`src/rtl/pdm_stereo_capture.sv`:
```
// pdm_stereo_capture: two-microphone PDM front end sharing one data line.
// Generates pdm_clk, runs an N-stage CIC decimator per channel, then applies
// gain and saturation, and presents stereo frames on a valid/ready stream
// with a sticky overrun flag.

// One CIC channel: integrators run at the PDM rate, the comb chain and
// output scaling are evaluated once per decimation strobe.
module pdm_cic_chan #(
    parameter int N         = 3,
    parameter int ACC_WIDTH = 32,
    parameter int OUT_WIDTH = 16,
    parameter int SHR       = 3
) (
    input  logic                 clk,
    input  logic                 rst_n,
    input  logic                 clear,
    input  logic                 sample,
    input  logic                 bit_in,
    input  logic                 dec,
    input  logic [2:0]           gain_shift,
    output logic [OUT_WIDTH-1:0] pcm
);
    // Negative SHR means the filter output is narrower than the PCM word.
    localparam int SHR_R = (SHR > 0) ? SHR : 0;
    localparam int SHR_L = (SHR < 0) ? -SHR : 0;
    // Headroom for the 0..7 gain shift plus any left alignment.
    localparam int EW    = ACC_WIDTH + 8 + SHR_L;
    localparam logic signed [EW-1:0] MAXV = {{(EW-OUT_WIDTH+1){1'b0}}, {(OUT_WIDTH-1){1'b1}}};
    localparam logic signed [EW-1:0] MINV = {{(EW-OUT_WIDTH+1){1'b1}}, {(OUT_WIDTH-1){1'b0}}};

    logic [ACC_WIDTH-1:0] step;
    logic [ACC_WIDTH-1:0] cic_out;
    logic signed [EW-1:0] ext;
    logic signed [EW-1:0] shl;
    logic signed [EW-1:0] scl;
    logic [OUT_WIDTH-1:0] sat;

    // PDM bit maps to +1 / -1.
    assign step = bit_in ? ACC_WIDTH'(1) : {ACC_WIDTH{1'b1}};

    for (genvar k = 0; k < N; k++) begin : g_stage
        logic [ACC_WIDTH-1:0] integ;
        logic [ACC_WIDTH-1:0] dly;
        logic [ACC_WIDTH-1:0] int_in;
        logic [ACC_WIDTH-1:0] c_in;
        logic [ACC_WIDTH-1:0] c_out;

        if (k == 0) begin : g_head
            assign int_in = step;
            assign c_in   = g_stage[N-1].integ;
        end else begin : g_body
            assign int_in = g_stage[k-1].integ;
            assign c_in   = g_stage[k-1].c_out;
        end

        assign c_out = c_in - dly;

        // Integrate on this channel's sample edge; comb delay keeps last decimation's input.
        always_ff @(posedge clk or negedge rst_n) begin
            if (!rst_n) begin
                integ <= '0;
                dly   <= '0;
            end else if (clear) begin
                integ <= '0;
                dly   <= '0;
            end else begin
                if (sample) integ <= integ + int_in;
                if (dec)    dly   <= c_in;
            end
        end
    end

    assign cic_out = g_stage[N-1].c_out;

    // Gain, alignment to OUT_WIDTH and saturation of the signed comb result.
    always_comb begin
        ext = {{(EW-ACC_WIDTH){cic_out[ACC_WIDTH-1]}}, cic_out};
        shl = ext <<< gain_shift;
        scl = (shl >>> SHR_R) <<< SHR_L;
        if (scl > MAXV)      sat = MAXV[OUT_WIDTH-1:0];
        else if (scl < MINV) sat = MINV[OUT_WIDTH-1:0];
        else                 sat = scl[OUT_WIDTH-1:0];
    end

    // Scaled sample is captured on the decimate strobe cycle.
    always_ff @(posedge clk or negedge rst_n) begin
        if (!rst_n)     pcm <= '0;
        else if (clear) pcm <= '0;
        else if (dec)   pcm <= sat;
    end
endmodule

module pdm_stereo_capture #(
    parameter int CLK_DIV    = 16,
    parameter int CIC_STAGES = 3,
    parameter int DECIMATION = 64,
    parameter int OUT_WIDTH  = 16,
    parameter int ACC_WIDTH  = 32
) (
    input  logic                   clk,
    input  logic                   rst_n,
    input  logic                   enable,
    input  logic [2:0]             gain_shift,
    output logic                   pdm_clk,
    input  logic                   pdm_data,
    output logic                   out_valid,
    input  logic                   out_ready,
    output logic [2*OUT_WIDTH-1:0] out_data,
    output logic                   overrun,
    input  logic                   overrun_clr
);
    localparam int DIV_W = $clog2(CLK_DIV);
    localparam int DEC_W = $clog2(DECIMATION);
    localparam int BITS  = CIC_STAGES * DEC_W + 1;

    logic [DIV_W-1:0]               div_cnt;
    logic [DEC_W-1:0]               dec_cnt;
    logic                           tc;
    logic [1:0]                     smp;
    logic                           dec_hit;
    // [0]: decimate strobe (combs run), [1]: scaled frame ready for output.
    logic [1:0]                     vld_pipe;
    logic [1:0][OUT_WIDTH-1:0]      pcm;
    logic                           load;
    logic                           drop;

    assign tc      = enable && (div_cnt == DIV_W'(CLK_DIV - 1));
    // ch0 is taken as pdm_clk falls, ch1 as it rises.
    assign smp[0]  = tc && pdm_clk;
    assign smp[1]  = tc && !pdm_clk;
    assign dec_hit = smp[1] && (dec_cnt == {DEC_W{1'b1}});

    // Divider: pdm_clk toggles every CLK_DIV enabled cycles, parks low when idle.
    always_ff @(posedge clk or negedge rst_n) begin
        if (!rst_n) begin
            div_cnt <= '0;
            pdm_clk <= 1'b0;
        end else if (!enable) begin
            div_cnt <= '0;
            pdm_clk <= 1'b0;
        end else if (tc) begin
            div_cnt <= '0;
            pdm_clk <= ~pdm_clk;
        end else begin
            div_cnt <= div_cnt + DIV_W'(1);
        end
    end

    // Decimation counter on ch1 samples and the strobe pipeline behind it.
    always_ff @(posedge clk or negedge rst_n) begin
        if (!rst_n) begin
            dec_cnt  <= '0;
            vld_pipe <= '0;
        end else if (!enable) begin
            dec_cnt  <= '0;
            vld_pipe <= '0;
        end else begin
            vld_pipe <= {vld_pipe[0], dec_hit};
            if (smp[1]) dec_cnt <= dec_cnt + DEC_W'(1);
        end
    end

    for (genvar ch = 0; ch < 2; ch++) begin : g_chan
        pdm_cic_chan #(
            .N         (CIC_STAGES),
            .ACC_WIDTH (ACC_WIDTH),
            .OUT_WIDTH (OUT_WIDTH),
            .SHR       (BITS - OUT_WIDTH)
        ) u_chan (
            .clk        (clk),
            .rst_n      (rst_n),
            .clear      (!enable),
            .sample     (smp[ch]),
            .bit_in     (pdm_data),
            .dec        (vld_pipe[0]),
            .gain_shift (gain_shift),
            .pcm        (pcm[ch])
        );
    end

    assign load = enable && vld_pipe[1] && (!out_valid || out_ready);
    assign drop = enable && vld_pipe[1] && out_valid && !out_ready;

    // Output register: load when the slot is free or draining, else hold.
    always_ff @(posedge clk or negedge rst_n) begin
        if (!rst_n) begin
            out_valid <= 1'b0;
            out_data  <= '0;
        end else if (!enable) begin
            out_valid <= 1'b0;
        end else if (load) begin
            out_valid <= 1'b1;
            out_data  <= pcm;
        end else if (out_valid && out_ready) begin
            out_valid <= 1'b0;
        end
    end

    // Sticky overrun; a drop wins over a same-cycle clear.
    always_ff @(posedge clk or negedge rst_n) begin
        if (!rst_n)           overrun <= 1'b0;
        else if (drop)        overrun <= 1'b1;
        else if (overrun_clr) overrun <= 1'b0;
    end
endmodule

```
`config.mk`:
```
export PLATFORM = sky130hd
export DESIGN_NAME = pdm_stereo_capture
export DESIGN_NICKNAME = d
export VERILOG_FILES = /design/src/rtl/pdm_stereo_capture.sv
export SDC_FILE = /design/constraint.sdc
export NUM_CORES = 2
export LEC_CHECK = 0
export BUFFER_PORTS_ARGS = -buffer_cell sky130_fd_sc_hd__buf_2
export CAP_MARGIN = 10
export CORE_ASPECT_RATIO = 1.4
export CORE_UTILIZATION = 60
export CTS_BUF_LIST = sky130_fd_sc_hd__clkbuf_16
export CTS_CLUSTER_DIAMETER = 80
export DETAILED_ROUTE_END_ITERATION = 12
export PLACE_DENSITY = 0.85
export SYNTH_ARGS = -nofsm -noshare
export SYNTH_HDL_FRONTEND = slang
export SYNTH_SLANG_ARGS = --single-unit
```
`constraint.sdc`:
```
create_clock -name clk -period 12.6 [get_ports clk]
set_input_delay 0 -clock clk [delete_from_list [all_inputs] [get_ports clk]]
set_output_delay 0 -clock clk [all_outputs]
set_load 0.01 [all_outputs]
```
==> results.txt <==
Sw Ratio -> 23.96%
First-pass GRT wire length -> 150.2 mm
Routed wire per std cell -> 16.07 um
Starting Density -> 60.98%
# diodes -> 0
CTS Sinks -> 463
Post-DR vias/cell -> 6.115
GR Overflow Total -> 0
Worst VDD drop -> 0.09423 mV
Netlist Area Pre-Place -> 39,360 um2
DP Area -> 40,150 um2
Status -> completed
Std-Cell Rows -> 110
Clock share of power -> 47.3%
CP Launch Type -> flip-flop
H-tree levels -> 2
Sequential power share -> 47.1%
Max Slew Vio Count -> 0
Avg Inst Size Synth -> 8.359 um2
Port Buffer Count -> 43
Crit. End Element -> flip-flop
IO Count -> 44
Number of max-cap violations -> 0
Post-route ant nets -> 0
Max stage delay on crit path -> 770 ps
Clk_lat worst skew -> 620 ps
RSZ-0062 raised after global routing -> false
Most frequent cells in the layout -> 511 x nand2_1, 462 x dfrtp_1, 443 x a21oi_1, 438 x nor2_1, 372 x ha_1
Core Util, Final -> 64.81%
Die W -> 218.5 um
DR iter-0 viols -> 2,160
Worst path top cell family by delay -> compound AO/OA/AOI/OAI gates
Post-synth ARST share -> 100.0%
Vias in the first global route -> 32,570
Number of remaining DRC errors -> 0
Setup TNS -> 0 ps
Post-synth top flop -> dfrtp_1
P_int -> 2.406 mW
CP max stage cell -> o31ai_2
Post-CTS setup buffers -> 0
Peak Freq -> 113.2 MHz
Power density over the cells -> 75.64 nW/um2
YS warnings -> 0
HP Class -> in2async
Largest net degree at the start of global routing -> 246
Syn-to-layout area delta -> 6.281%
Layout cells sized above 1 -> 5.646%
Clock-pin slew on the worst setup and hold paths -> 70 ps
Core Box Area -> 64,550 um2
Psw -> 0.7581 mW
Placed Cells -> 5,425
CP arrival -> 9380 ps
Height of the chip -> 305.1 um
TritonRoute pass-1 iters -> 6
Net count after synthesis -> 5,102
Most common cell after layout, fill and taps aside -> nand2_1
# fillers -> 5,129
DP Wirelength -> 63.04 mm
Sequential element share of the synthesized area -> 29.43%
Skew final -> 19.00 ps
Setup violations, final -> 0
Final Cycle Share -> 70.13%
#FFs+latches synth -> 463
Clock buffer depth -> 3
EDFF count, synth -> 0
Number of buffers created by CTS -> 47
Leakage power -> 19.42 nW
Initial antenna violation count -> 0
CTS tree -> built
Final hold vios -> 0
Setup CP Type -> reg2reg
Buf+Inv Stages, Crit Path -> 2
Measured slew at the worst slew-check pin -> 1389 ps
Logic pwr share -> 5.6%
Synthesized instance count -> 4,709
Distinct cells, synth -> 102
CP max FO -> 12
Final Cell Area -> 41,840 um2
Pre-CTS setup slack -> 3962 ps
Hold WS -> 19.42 ps
Gpl congestion -> 0.9439
Final worst slack -> 3764 ps
Die area -> 66,650 um2
Vias -> 33,730
Final Non-Filler Cells -> 5,516
Period minus WS final -> 8836 ps
DRT Wirelength -> 88.65 mm
Worst path required time -> 13,140 ps
Total power -> 3.164 mW
Headroom to the max-slew limit -> 7.433%
CTS Root Cell -> clkbuf_16
Overall Global Routing Usage -> 26.45%
Final nets -> 5,032
cell usage after synthesis (25+ instances only):
library cell / number / area (um2)
o211ai_1: 36 / 270.3
dfrtp_1: 463 / 11590
nor3_1: 73 / 365.4
a21oi_1: 443 / 2217
xnor2_1: 219 / 1918
or2_2: 25 / 156.4
and2_1: 37 / 231.5
nand2_1: 512 / 1922
and3_1: 41 / 256.5
xor2_1: 95 / 832.1
mux2i_1: 193 / 1932
a31oi_1: 25 / 156.4
inv_1: 272 / 1021
buf_1: 37 / 138.9
nor2b_1: 38 / 237.7
nand3_1: 124 / 620.6
nor2_1: 441 / 1655
nand4_1: 29 / 181.4
a22o_1: 40 / 350.3
o21ai_0: 214 / 1071
a21o_1: 137 / 1028
mux2_2: 47 / 529.3
nand2b_1: 50 / 312.8
o31ai_1: 28 / 210.2
clkbuf_1: 143 / 536.8
a211oi_1: 49 / 367.9
a221o_1: 33 / 330.3
ha_1: 372 / 4654
o21bai_1: 38 / 285.3
or3_1: 54 / 337.8
o21a_1: 64 / 480.5
power by group through the flow:
stage	combinational, mW	sequential, mW	clock, mW
2_1_floorplan	0.112	1.52	0
3_3_place_gp	0.173	1.52	0
3_5_place_dp	0.175	1.52	0
4_1_cts	0.176	1.49	1.52
5_1_grt	0.195	1.49	1.58
6_report	0.177	1.49	1.50
kinds of logic after synthesis:
logic type | synth area share (%)
AO/OA/AOI/OAI | 22.46
XOR/XNOR | 7.085
flip-flops | 29.43
buffers and inverters | 4.501
adder cells (fa/ha/maj) | 12.43
multiplexers | 6.631
AND/OR/NAND/NOR | 17.46
area by class of cell:
class | instances | area (um2) | area share (%)
multi-input combinational | 3781 | 26040 | 62.24
inverter | 276 | 1044 | 2.494
clock buffer | 47 | 1176 | 2.811
tap | 840 | 1051 | 2.512
sequential | 463 | 11590 | 27.70
clock inverter | 39 | 457.9 | 1.095
timing repair buffer | 70 | 478.0 | 1.142
flip-flops by register name, summed over array words and instances (netlist names):
register                     flops
g_chan.u_chan.g_stage.dly      192
out_valid                        1
vld_pipe                         2
overrun                          1
g_chan.u_chan.g_stage.integ    128
g_chan.u_chan.pcm               32
pdm_clk                          1
out_data                        32
g_chan.u_chan.g_stage.c_in      64
div_cnt                          4
dec_cnt                          6
per-layer routing:
metal | share of wire, % | up-vias | track usage, % | wire length [um]
met4 | 3.9 | 0 | 11.09 | 3433
met3 | 3.2 | 228 | 2.745 | 2844
met5 | 0 | - | 0 | 0
met2 | 50 | 699 | 47.68 | 44250
met1 | 43 | 15990 | 31.53 | 38120
li1 | - | 16810 | - | -
what timing repair did:
item                      CTS  global route
hold endpoints to repair  121             0
gates resized for setup     0             0
hold buffers                5             0
path summary, 6_finish.rpt:
check	end	slack [ps]	start	cells after the start
setup / recovery	g_chan[1].u_chan.pcm[14]	3760	g_chan[1].u_chan.g_stage[0].c_in[0]	36
hold / removal	g_chan[0].u_chan.g_stage[0].integ[2]	20	rst_n	2
setup reg to reg	g_chan[1].u_chan.pcm[14]	3760	g_chan[1].u_chan.g_stage[0].c_in[0]	36
hold reg to reg	out_data[10]	500	out_data[10]	1
max in group asynchronous	g_chan[0].u_chan.pcm[13]	10510	rst_n	4
min in group clk	g_chan[1].u_chan.g_stage[0].integ[1]	40	pdm_data	3
Power figures use the tool's default switching activity.
